**src/rtl/seg_scan_ctrl.sv**
```systemverilog
// seg_scan_ctrl: time-multiplexed driver for a common-anode hex 7-segment display.
// Presents one nibble at a time to a shared decoder and registers its segments.
//
// Ports:
//   i_clk, i_rst   clock, synchronous active-high reset
//   i_en           scan enable; low forces digit 0, cnt 0 and a blank display
//   i_dat          4*DIGITS-bit value, digit 0 is the least significant nibble
//   i_load         strobe capturing i_dat; it reaches the display at a frame boundary
//   i_blank_lz     blank leading zero digits (digit 0 always shown)
//   o_ack          pulse when a loaded value becomes the displayed value
//   o_nib          nibble of the displayed value for the current digit
//   i_seg          decoder segments for o_nib, active-low, bit0 = a
//   o_seg, o_an    registered segments / one-hot-low anodes
//   o_frame        pulse after the last digit slot of each frame
module seg_scan_ctrl #(
    parameter int DIGITS = 8,
    parameter int DIV    = 50000,
    parameter int GUARD  = 16
) (
    input  logic                  i_clk,
    input  logic                  i_rst,
    input  logic                  i_en,
    input  logic [4*DIGITS-1:0]   i_dat,
    input  logic                  i_load,
    input  logic                  i_blank_lz,
    output logic                  o_ack,
    output logic [3:0]            o_nib,
    input  logic [6:0]            i_seg,
    output logic [6:0]            o_seg,
    output logic [DIGITS-1:0]     o_an,
    output logic                  o_frame
);

    localparam int CW = (DIV > 1) ? $clog2(DIV) : 1;
    localparam int IW = $clog2(DIGITS);
    localparam int W  = 4 * DIGITS;

    localparam logic [CW-1:0]     CNT_MAX = CW'(DIV - 1);
    localparam logic [IW-1:0]     IDX_MAX = IW'(DIGITS - 1);
    localparam logic [DIGITS-1:0] AN_ONE  = DIGITS'(1);

    logic [CW-1:0]     cnt;
    logic [IW-1:0]     idx;
    logic [W-1:0]      shadow;
    logic [W-1:0]      pending;
    logic              pend;

    logic              tick;
    logic              last;
    logic              commit;
    logic              guard_done;
    logic              blank_now;
    logic              show;
    logic [DIGITS-1:0] hi_zero;

    assign tick  = i_en && (cnt == CNT_MAX);
    assign last  = (idx == IDX_MAX);

    // Display updates only between frames while scanning, so a value
    // never appears half old / half new.  When idle, commit at once.
    assign commit = i_en ? (tick && last) : 1'b1;

    generate
        if (GUARD == 0) begin : g_no_guard
            assign guard_done = 1'b1;
        end else begin : g_guard
            assign guard_done = (cnt >= CW'(GUARD));
        end
    endgenerate

    // hi_zero[k]: nibbles DIGITS-1 down to k are all zero.
    always_comb begin
        logic z;
        z       = 1'b1;
        hi_zero = '0;
        for (int k = DIGITS - 1; k >= 0; k--) begin
            z          = z && (shadow[4*k +: 4] == 4'h0);
            hi_zero[k] = z;
        end
    end

    assign blank_now = i_blank_lz && (idx != '0) && hi_zero[idx];
    assign show      = i_en && guard_done && !blank_now;
    assign o_nib     = shadow[{idx, 2'b00} +: 4];

    always_ff @(posedge i_clk) begin
        if (i_rst) begin
            cnt     <= '0;
            idx     <= '0;
            shadow  <= '0;
            pending <= '0;
            pend    <= 1'b0;
            o_an    <= '1;
            o_seg   <= 7'h7F;
            o_ack   <= 1'b0;
            o_frame <= 1'b0;
        end else begin
            if (!i_en) begin
                cnt <= '0;
                idx <= '0;
            end else if (tick) begin
                cnt <= '0;
                idx <= last ? '0 : idx + 1'b1;
            end else begin
                cnt <= cnt + 1'b1;
            end

            o_frame <= tick && last;
            o_an    <= show ? ~(AN_ONE << idx) : '1;
            o_seg   <= show ? i_seg : 7'h7F;
            o_ack   <= 1'b0;

            // A load coinciding with the commit bypasses the holding
            // register; a later load overwrites an earlier one.
            if (commit && i_load) begin
                shadow <= i_dat;
                pend   <= 1'b0;
                o_ack  <= 1'b1;
            end else if (commit && pend) begin
                shadow <= pending;
                pend   <= 1'b0;
                o_ack  <= 1'b1;
            end else if (i_load) begin
                pending <= i_dat;
                pend    <= 1'b1;
            end
        end
    end

endmodule

```
**config.mk**
```make
export PLATFORM = sky130hd
export DESIGN_NAME = seg_scan_ctrl
export DESIGN_NICKNAME = d
export VERILOG_FILES = /design/src/rtl/seg_scan_ctrl.sv
export SDC_FILE = /design/constraint.sdc
export NUM_CORES = 1
export LEC_CHECK = 0
export CELL_PAD_IN_SITES_DETAIL_PLACEMENT = 1
export CELL_PAD_IN_SITES_GLOBAL_PLACEMENT = 1
export CORE_AREA = 4 4 107 109
export CTS_BUF_LIST = sky130_fd_sc_hd__clkbuf_4
export DETAILED_ROUTE_END_ITERATION = 12
export DIE_AREA = 0 0 111 113
export PLACE_DENSITY_LB_ADDON = 0.1
export SLEW_MARGIN = 20
export SYNTH_ARGS = -nofsm -noshare
export SYNTH_HDL_FRONTEND = slang
export SYNTH_SLANG_ARGS = --single-unit
```
**constraint.sdc**
```tcl
create_clock -name i_clk -period 4.9 [get_ports i_clk]
set_clock_uncertainty 0.15 [all_clocks]
set_input_delay 0.735 -clock i_clk [delete_from_list [all_inputs] [get_ports i_clk]]
set_output_delay 0.735 -clock i_clk [all_outputs]
set_load 0.05 [all_outputs]
```
==> impl_metrics.py, run 1 <==
metrics = {
    "min_path": {
        "min_path_type": "reg2reg",
    },
    "logic_synthesis": {
        "yosys.area.top_type_share_pct": 43.8,
        "synth_top_cell_by_area": "dfxtp_1",
        "synthArstFlopShare_pct": 0,
        "synth_seq_cells": 101,
        "syn_area_per_cell_um2": 9.40,
        "yosys_warnings": 0,
        "synth.area.top_cells": "dfxtp_1 44%, a211oi_2 8.1%, nand2_1 7.2%",
        "synthesis.area_um2": 4620,
        "yosys.cell_types.count": 42,
        "ys.flop_type": "dfxtp_1",
        "synthesis.nets": 543,
        "synthCells": 491,
        "synth_edf_count": 0,
        "synth_seq_area_share_pct": 43.8,
    },
    "clocking": {
        "cts_root_buffer": "clkbuf_4",
        "post_cts_buffers": 0,
        "cts_resized": 0,
        "clock_latency_ps": 440,
        "cts_made_buffers": 9,
        "cts_buffer_depth": 2,
        "cts_num_sinks": 101,
        "clkSlewWorstSetupHoldPaths_ps": 160,
        "hold_buffers": 0,
        "tritoncts": "built",
        "htreeDepth": 3,
    },
    "cells_and_area": {
        "diodes": 0,
        "final_common_cell": "dfxtp_1",
        "final_area_um2": 5350,
        "layout.cells.non_filler": 681,
        "final_cell_mix": "101 x dfxtp_1, 89 x nand2_1, 63 x clkdlybuf4s50_1",
        "final_layout_size_suffix_gt1_share_pct": 12.9,
        "fin_util_pct": 50.4,
        "syn_to_final_growth_pct": 15.8,
        "nets": 588,
    },
    "floorplan": {
        "die_area_um2": 12500,
        "core-area_um2": 10600,
        "die_width_um": 111,
        "io_pins": 65,
        "num_rows": 38,
        "die_y_um": 113,
        "initial_core_util_pct": 43.5,
    },
    "routing": {
        "vias": 3747,
        "antenna_left": 0,
        "avgRoutedWirePerCell_um": 17.2,
        "dr.first_iter.drc_count": 185,
        "wl_mm": 11.7,
        "via_per_inst": 5.50,
        "drcViolationCount": 0,
        "drt_first_pass_iters": 4,
    },
    "global_routing": {
        "grt_use_total_pct": 19.2,
        "antenna_found_initial": 0,
        "grt_pass1_wl_mm": 19.8,
        "grt_pass1_vias": 3897,
        "grt-ovfl-total": 0,
        "grt_max_degree": 67,
    },
    "pwr": {
        "p_per_area_nw_per_um2": 289,
        "leakagePower_uw": 0.00176,
        "p_total_uw": 1540,
        "peakVddDrop_mv": 0.159,
    },
    "sta": {
        "max_clock_freq_mhz": 274,
        "period_needed_ps": 3650,
        "slew_viol_final": 0,
        "hold_viol": 0,
        "tightest_slew_ps": 932,
        "final.setup.tns_ps": 0,
        "final-setup-viol-count": 0,
        "rsz0062_at_grt": "no",
        "finalCritPeriodShare_pct": 74.5,
        "slew_headroom_pct": 37.7,
    },
    "critical_path": {
        "crit_arrival_ps": 2760,
        "cp-end-kind": "output port",
        "criticalPathCategory": "reg2out",
        "start_kind": "flip-flop",
        "worstPathRequired_ps": 4010,
        "crit_fanout": 15,
    },
    "status": {
        "status": "complete, no violations",
    },
    "placed_design": {
        "place_area_um2": 5190,
        "dpl.hpwl_mm": 8.20,
        "post-place-cells": 665,
        "io_buffers": 64,
        "place_congestion": 0.729,
    },
    "job": {
        "maxCapViolCount": 0,
    },
}
==> cell usage after synthesis, drive strengths merged (2+ instances only) <==
library cell	number
nand4	8
mux4	8
a21oi	38
nand2b	3
nand2	89
a31oi	2
or4	2
a211oi	31
dfxtp	101
buf	13
dlygate4sd3	2
nor2	54
ha	8
nand3b	7
nand3	14
inv	8
xor2	6
clkbuf	21
nor3	3
o21ai	4
xnor2	8
o32ai	31
and3	4
nor4	13
==> per-stage QoR <==
stage	worst slack [ps]	hold slack (ps)
after global placement	1450	292
after CTS	1200	320
after detailed placement	1340	300
final	1250	318
after floorplan	2250	286
after global routing	1070	344
==> sequential cells by signal (all words and copies together) (netlist names) <==
name and count:
cnt 16, idx 3, o_ack 1, o_an 8, o_frame 1, o_seg 7
pend 1, pending 32, shadow 32
==> per-layer routing <==
layer,GRT usage (%),vias to the layer above,share of wire (%)
li1,-,1851,-
met1,26.0,1845,48
met2,32.4,41,48
met3,3.10,10,2.8
met4,4.68,0,0.83
met5,0,-,0
==> critical path: stages (launching register included) <==
cell             delay (ps)
dfxtp_1                 830
mux4_2                  600
nand2_1                  90
nand2_1                 100
clkdlybuf4s50_1         720
==> power breakdown <==
group	internal (uW)	switching, uW	total (uW)	leakage, uW
sequential	855	25.2	880	0.000825
combinational	93.6	114	208	0.000859
clock	167	289	455	0.0000778
total	1110	428	1540	0.00176
==> cell families after synthesis <==
| group | Yosys count | share of synthesized area [%] |
|---|---|---|
| AND/OR/NAND/NOR | 203 | 19.7 |
| flip-flops | 101 | 43.8 |
| adder cells (fa/ha/maj) | 8 | 2.17 |
| multiplexers | 9 | 4.12 |
| buffers and inverters | 45 | 6.94 |
| XOR/XNOR | 14 | 2.66 |
| AO/OA/AOI/OAI | 111 | 20.6 |
==> final cells by class <==
cell class | instances | area (um2)
Fill cell | 1244 | 5260
Multi-Input combinational cell | 345 | 2290
Sequential cell | 101 | 2020
Timing Repair Buffer | 70 | 681
Tap cell | 140 | 175
Clock buffer | 10 | 75.1
Clock inverter | 6 | 68.8
Inverter | 9 | 33.8
==> final timing paths <==
path | from | end | slack (ps) | cells after the start
max reg2reg | idx[0] | shadow[5] | 1780 | 7
max | idx[0] | o_nib[0] | 1250 | 4
min reg2reg | pending[16] | pending[16] | 320 | 2
min | pending[16] | pending[16] | 320 | 2
Power figures use the tool's default switching activity.
==> inputs of run 2 (changes only) <==
CORE_AREA = 4 4 114 116   (was 4 4 107 109)
DIE_AREA = 0 0 118 120   (was 0 0 111 113)
clock period = 3.2 ns   (was 4.9 ns; I/O delays follow)
==> impl_metrics.py, run 2 (synthesis gave the netlist of run 1 again) <==
metrics = {
    "status": {
        "status": "complete, no violations",
    },
    "critical_path": {
        "critPathTopFamily": "buffers and inverters",
        "crit_fanout": 15,
        "cp-end-kind": "output port",
        "worstPathRequired_ps": 2570,
        "critPathBufInv": 1,
        "start_kind": "flip-flop",
        "cp_slowest_cell": "clkdlybuf4s50_1",
        "cp_cell_sequence": "mux4_2 > nand2_1 > nand2_1 > clkdlybuf4s50_1",
        "slowest_delay_ps": 710,
        "crit_arrival_ps": 2430,
        "criticalPathCategory": "reg2out",
        "path_common_cell": "nand2_1",
    },
    "routing": {
        "vias": 3788,
        "avgRoutedWirePerCell_um": 17.7,
        "drt_first_pass_iters": 5,
        "antenna_left": 0,
        "wl_mm": 12.3,
        "dr.first_iter.drc_count": 229,
        "drcViolationCount": 0,
        "via_per_inst": 5.44,
    },
    "clocking": {
        "cts_made_buffers": 9,
        "cts_num_sinks": 101,
        "cts_root_buffer": "clkbuf_4",
        "cts_resized": 2,
        "post_cts_buffers": 0,
        "tritoncts": "built",
        "clkSlewWorstSetupHoldPaths_ps": 160,
        "hold_buffers": 0,
        "htreeDepth": 3,
        "cts_buffer_depth": 2,
        "clock_latency_ps": 500,
    },
    "sta": {
        "max_clock_freq_mhz": 327,
        "whs_ps": 247,
        "rsz0062_at_grt": "no",
        "finalCritPeriodShare_pct": 95.5,
        "hold_viol": 0,
        "period_needed_ps": 3060,
        "slew_viol_final": 0,
        "final-setup-viol-count": 0,
        "tightest_slew_ps": 888,
        "final.setup.tns_ps": 0,
        "slew_headroom_pct": 40.8,
    },
    "cells_and_area": {
        "final_area_um2": 5440,
        "final_common_cell": "dfxtp_1",
        "syn_to_final_growth_pct": 17.8,
        "final_layout_size_suffix_gt1_share_pct": 14.2,
        "multi_input_area_um2": 2280,
        "largestRegisters": "pending: 32 flops, shadow: 32 flops, cnt: 16 flops",
        "diodes": 0,
        "nFillCells": 1401,
        "register_area_um2": 2030,
        "final_cell_mix": "100 x dfxtp_1, 89 x nand2_1, 61 x clkdlybuf4s50_1",
        "nets": 596,
    },
    "global_routing": {
        "antenna_found_initial": 0,
        "grt_use_total_pct": 18.4,
        "grt_max_degree": 67,
        "grt_pass1_vias": 4052,
        "grt-ovfl-total": 0,
        "grt_pass1_wl_mm": 20.9,
    },
    "floorplan": {
        "die_width_um": 118,
        "core-area_um2": 11900,
        "die_area_um2": 14200,
        "io_pins": 65,
        "die_y_um": 120,
        "num_rows": 40,
        "initial_core_util_pct": 38.8,
    },
    "pwr": {
        "leakagePower_uw": 0.00184,
        "p_per_area_nw_per_um2": 434,
        "peakVddDrop_mv": 0.273,
    },
    "placed_design": {
        "place_congestion": 0.783,
        "dpl.hpwl_mm": 8.63,
        "place_area_um2": 5290,
        "io_buffers": 64,
    },
    "min_path": {
        "min_path_type": "in2reg",
    },
    "job": {
        "maxCapViolCount": 0,
    },
}
-- run 2: path summary, 6_finish.rpt --
kind	startpoint	endpoint	slack, ps	depth (start not counted)
hold reg to reg	pending[21]	pending[21]	320	2
setup / recovery	idx[0]	o_nib[0]	140	4
setup reg to reg	idx[1]	shadow[20]	580	8
hold / removal	i_rst	idx[0]	250	3
-- run 2: where the power goes --
group	leakage [uW]	total, uW	internal, uW	switching, uW
Clock	0.0000724	685	245	440
Combinational	0.000940	324	150	174
Sequential	0.000826	1350	1310	39.7
-- run 2: area by class of cell --
type	count	share of cell area, %
clock buffers	10	1.38
flip-flops and latches	101	37.3
repair buffers	78	14.2
multi-input cells	345	42.0
inverters	9	0.621
clock inverters	6	1.17
well taps	147	3.38
-- run 2: per-layer routing --
metal | global-route usage, % | up-vias | share of wire, %
li1 | - | 1870 | -
met1 | 22.5 | 1844 | 47
met2 | 31.4 | 57 | 48
met3 | 4.76 | 17 | 3.4
met4 | 6.23 | 0 | 1.7
met5 | 0 | - | 0
-- run 2: tightest hold or removal path, stage by stage --
cell and delay (ps):
buf_2 90, nand2b_1 240, a21oi_1 60
-- run 2: stage by stage --
step	utilization (%)	worst slack [ps]	cells	power, uW
6_report	45.6	142	696	2360
5_1_grt	45.6	5.22	696	2490
4_1_cts	45.6	94.0	696	2400
3_5_place_dp	44.4	222	680	1700
3_3_place_gp	44.4	308	680	1690
2_1_floorplan	-	803	491	1580
==> inputs of run 3 (changes only) <==
CORE_AREA = 4 4 109 111   (was 4 4 114 116)
CTS_CLUSTER_DIAMETER = 80   (was default)
DIE_AREA = 0 0 113 115   (was 0 0 118 120)
clock period = 3 ns   (was 3.2 ns; I/O delays follow)
==> impl_metrics.py, run 3 (synthesis gave the netlist of run 1 again) <==
metrics = {
    "clocking": {
        "cts_root_buffer": "clkbuf_4",
        "htreeDepth": 3,
        "cts_num_sinks": 101,
        "cts_buffer_depth": 2,
        "cts_resized": 0,
        "hold_buffers": 0,
        "clkSlewWorstSetupHoldPaths_ps": 140,
        "cts_made_buffers": 9,
        "clock_latency_ps": 470,
        "tritoncts": "built",
        "post_cts_buffers": 0,
    },
    "sta": {
        "rsz0062_at_grt": "no",
        "whs_ps": 269,
        "final-setup-viol-count": 0,
        "period_needed_ps": 2630,
        "final.setup.tns_ps": 0,
        "slew_headroom_pct": 40.9,
        "tightest_slew_ps": 887,
        "slew_viol_final": 0,
        "hold_viol": 0,
        "max_clock_freq_mhz": 381,
        "finalCritPeriodShare_pct": 87.5,
        "timing.final.ws_setup_ps": 374,
    },
    "cells_and_area": {
        "final_area_um2": 5420,
        "largestRegisters": "pending: 32 flops, shadow: 32 flops, cnt: 16 flops",
        "diodes": 0,
        "nFillCells": 1278,
        "final_cell_mix": "101 x dfxtp_1, 89 x nand2_1, 59 x clkdlybuf4s50_1",
        "layout.cells.non_filler": 691,
        "syn_to_final_growth_pct": 17.4,
        "nets": 598,
        "final_common_cell": "dfxtp_1",
        "final_layout_size_suffix_gt1_share_pct": 14.7,
    },
    "placed_design": {
        "dpl.hpwl_mm": 8.87,
        "place_congestion": 0.819,
        "io_buffers": 64,
        "post-place-cells": 675,
        "place_area_um2": 5310,
        "place_ws_ps": 148,
    },
    "pwr": {
        "combPwrFrac_pct": 14.3,
        "p_int_uw": 1760,
        "seqPwrFrac_pct": 59.2,
        "switching_share_pct": 27.5,
        "p_clk_share_pct": 26.4,
        "p_per_area_nw_per_um2": 448,
        "leakagePower_uw": 0.00182,
        "peakVddDrop_mv": 0.194,
        "p_switching_uw": 667,
    },
    "status": {
        "status": "complete, no violations",
    },
    "floorplan": {
        "num_rows": 38,
        "die_y_um": 115,
        "initial_core_util_pct": 42.8,
        "core-area_um2": 10800,
        "die_area_um2": 13000,
        "die_width_um": 113,
        "io_pins": 65,
    },
    "critical_path": {
        "cp-end-kind": "output port",
        "crit_arrival_ps": 2030,
        "cp_cell_sequence": "buf_4 > mux4_2 > nand2_1 > nand2_1 > buf_4",
        "critPathBufInv": 2,
        "cp_slowest_cell": "mux4_2",
        "critPathTopFamily": "multiplexers",
        "start_kind": "flip-flop",
        "slowest_delay_ps": 560,
        "crit_fanout": 14,
        "worstPathRequired_ps": 2400,
        "criticalPathCategory": "reg2out",
    },
    "job": {
        "maxCapViolCount": 0,
    },
    "global_routing": {
        "antenna_found_initial": 0,
        "grt_max_degree": 67,
        "grt-ovfl-total": 0,
        "grt_pass1_wl_mm": 21.1,
        "grt_pass1_vias": 4064,
        "grt_use_total_pct": 20.3,
    },
    "routing": {
        "dr.first_iter.drc_count": 199,
        "via_per_inst": 5.51,
        "drcViolationCount": 0,
        "wl_mm": 12.4,
        "vias": 3808,
        "avgRoutedWirePerCell_um": 17.9,
        "drt_first_pass_iters": 4,
        "antenna_left": 0,
    },
    "min_path": {
        "min_path_type": "in2reg",
    },
}
-- run 3: cell types whose count changed in the layout (fill, tap and decap cells not counted), sizes merged --
cell / before / now
clkdlybuf4s50: 61 / 59
buf: 15 / 21
clkinvlp: 2 / 0
dlymetal6s2s: 2 / 0
clkbuf: 10 / 13
bufinv: 1 / 0
-- run 3: area by class of cell --
class                   count  area, um2  share of cell area (%)
clock inverters             3       12.5                   0.231
multi-input cells         345       2280                    42.1
clock buffers              13       97.6                    1.80
flip-flops and latches    101       2020                    37.3
well taps                 140        175                    3.23
repair buffers             80        796                    14.7
inverters                   9       33.8                   0.623
-- run 3: final timing paths --
path | cells after the start | startpoint | slack, ps | to
worst min-delay path | 3 | i_rst | 270 | idx[2]
worst max register to register | 6 | cnt[10] | 520 | shadow[12]
worst max-delay path | 5 | idx[0] | 370 | o_nib[2]
worst min register to register | 2 | pending[26] | 320 | pending[26]
-- run 3: stage by stage --
| step | util [%] | total power (uW) |
|---|---|---|
| 2_1_floorplan | - | 1690 |
| 3_3_place_gp | 49.2 | 1800 |
| 3_5_place_dp | 49.2 | 1820 |
| 4_1_cts | 50.2 | 2470 |
| 5_1_grt | 50.2 | 2570 |
| 6_report | 50.2 | 2430 |
-- run 3: tightest hold or removal path, delay by kind of cell --
family          cells  cell delay, ps
simple gates        1             230
buf+inv             1             120
compound gates      1              60
-- run 3: per-layer routing --
metal | global-route usage, % | wire [um]
met3 | 4.47 | 403
met4 | 8.09 | 219
met1 | 25.6 | 5680
met2 | 34.1 | 6080
met5 | 0 | 0
-- run 3: power groups by stage --
stage / clock network, uW / logic [uW] / registers, uW
6_report: 641 / 348 / 1440
3_3_place_gp: 0 / 339 / 1470
5_1_grt: 738 / 385 / 1450
4_1_cts: 678 / 352 / 1440
2_1_floorplan: 0 / 234 / 1450
3_5_place_dp: 0 / 351 / 1470
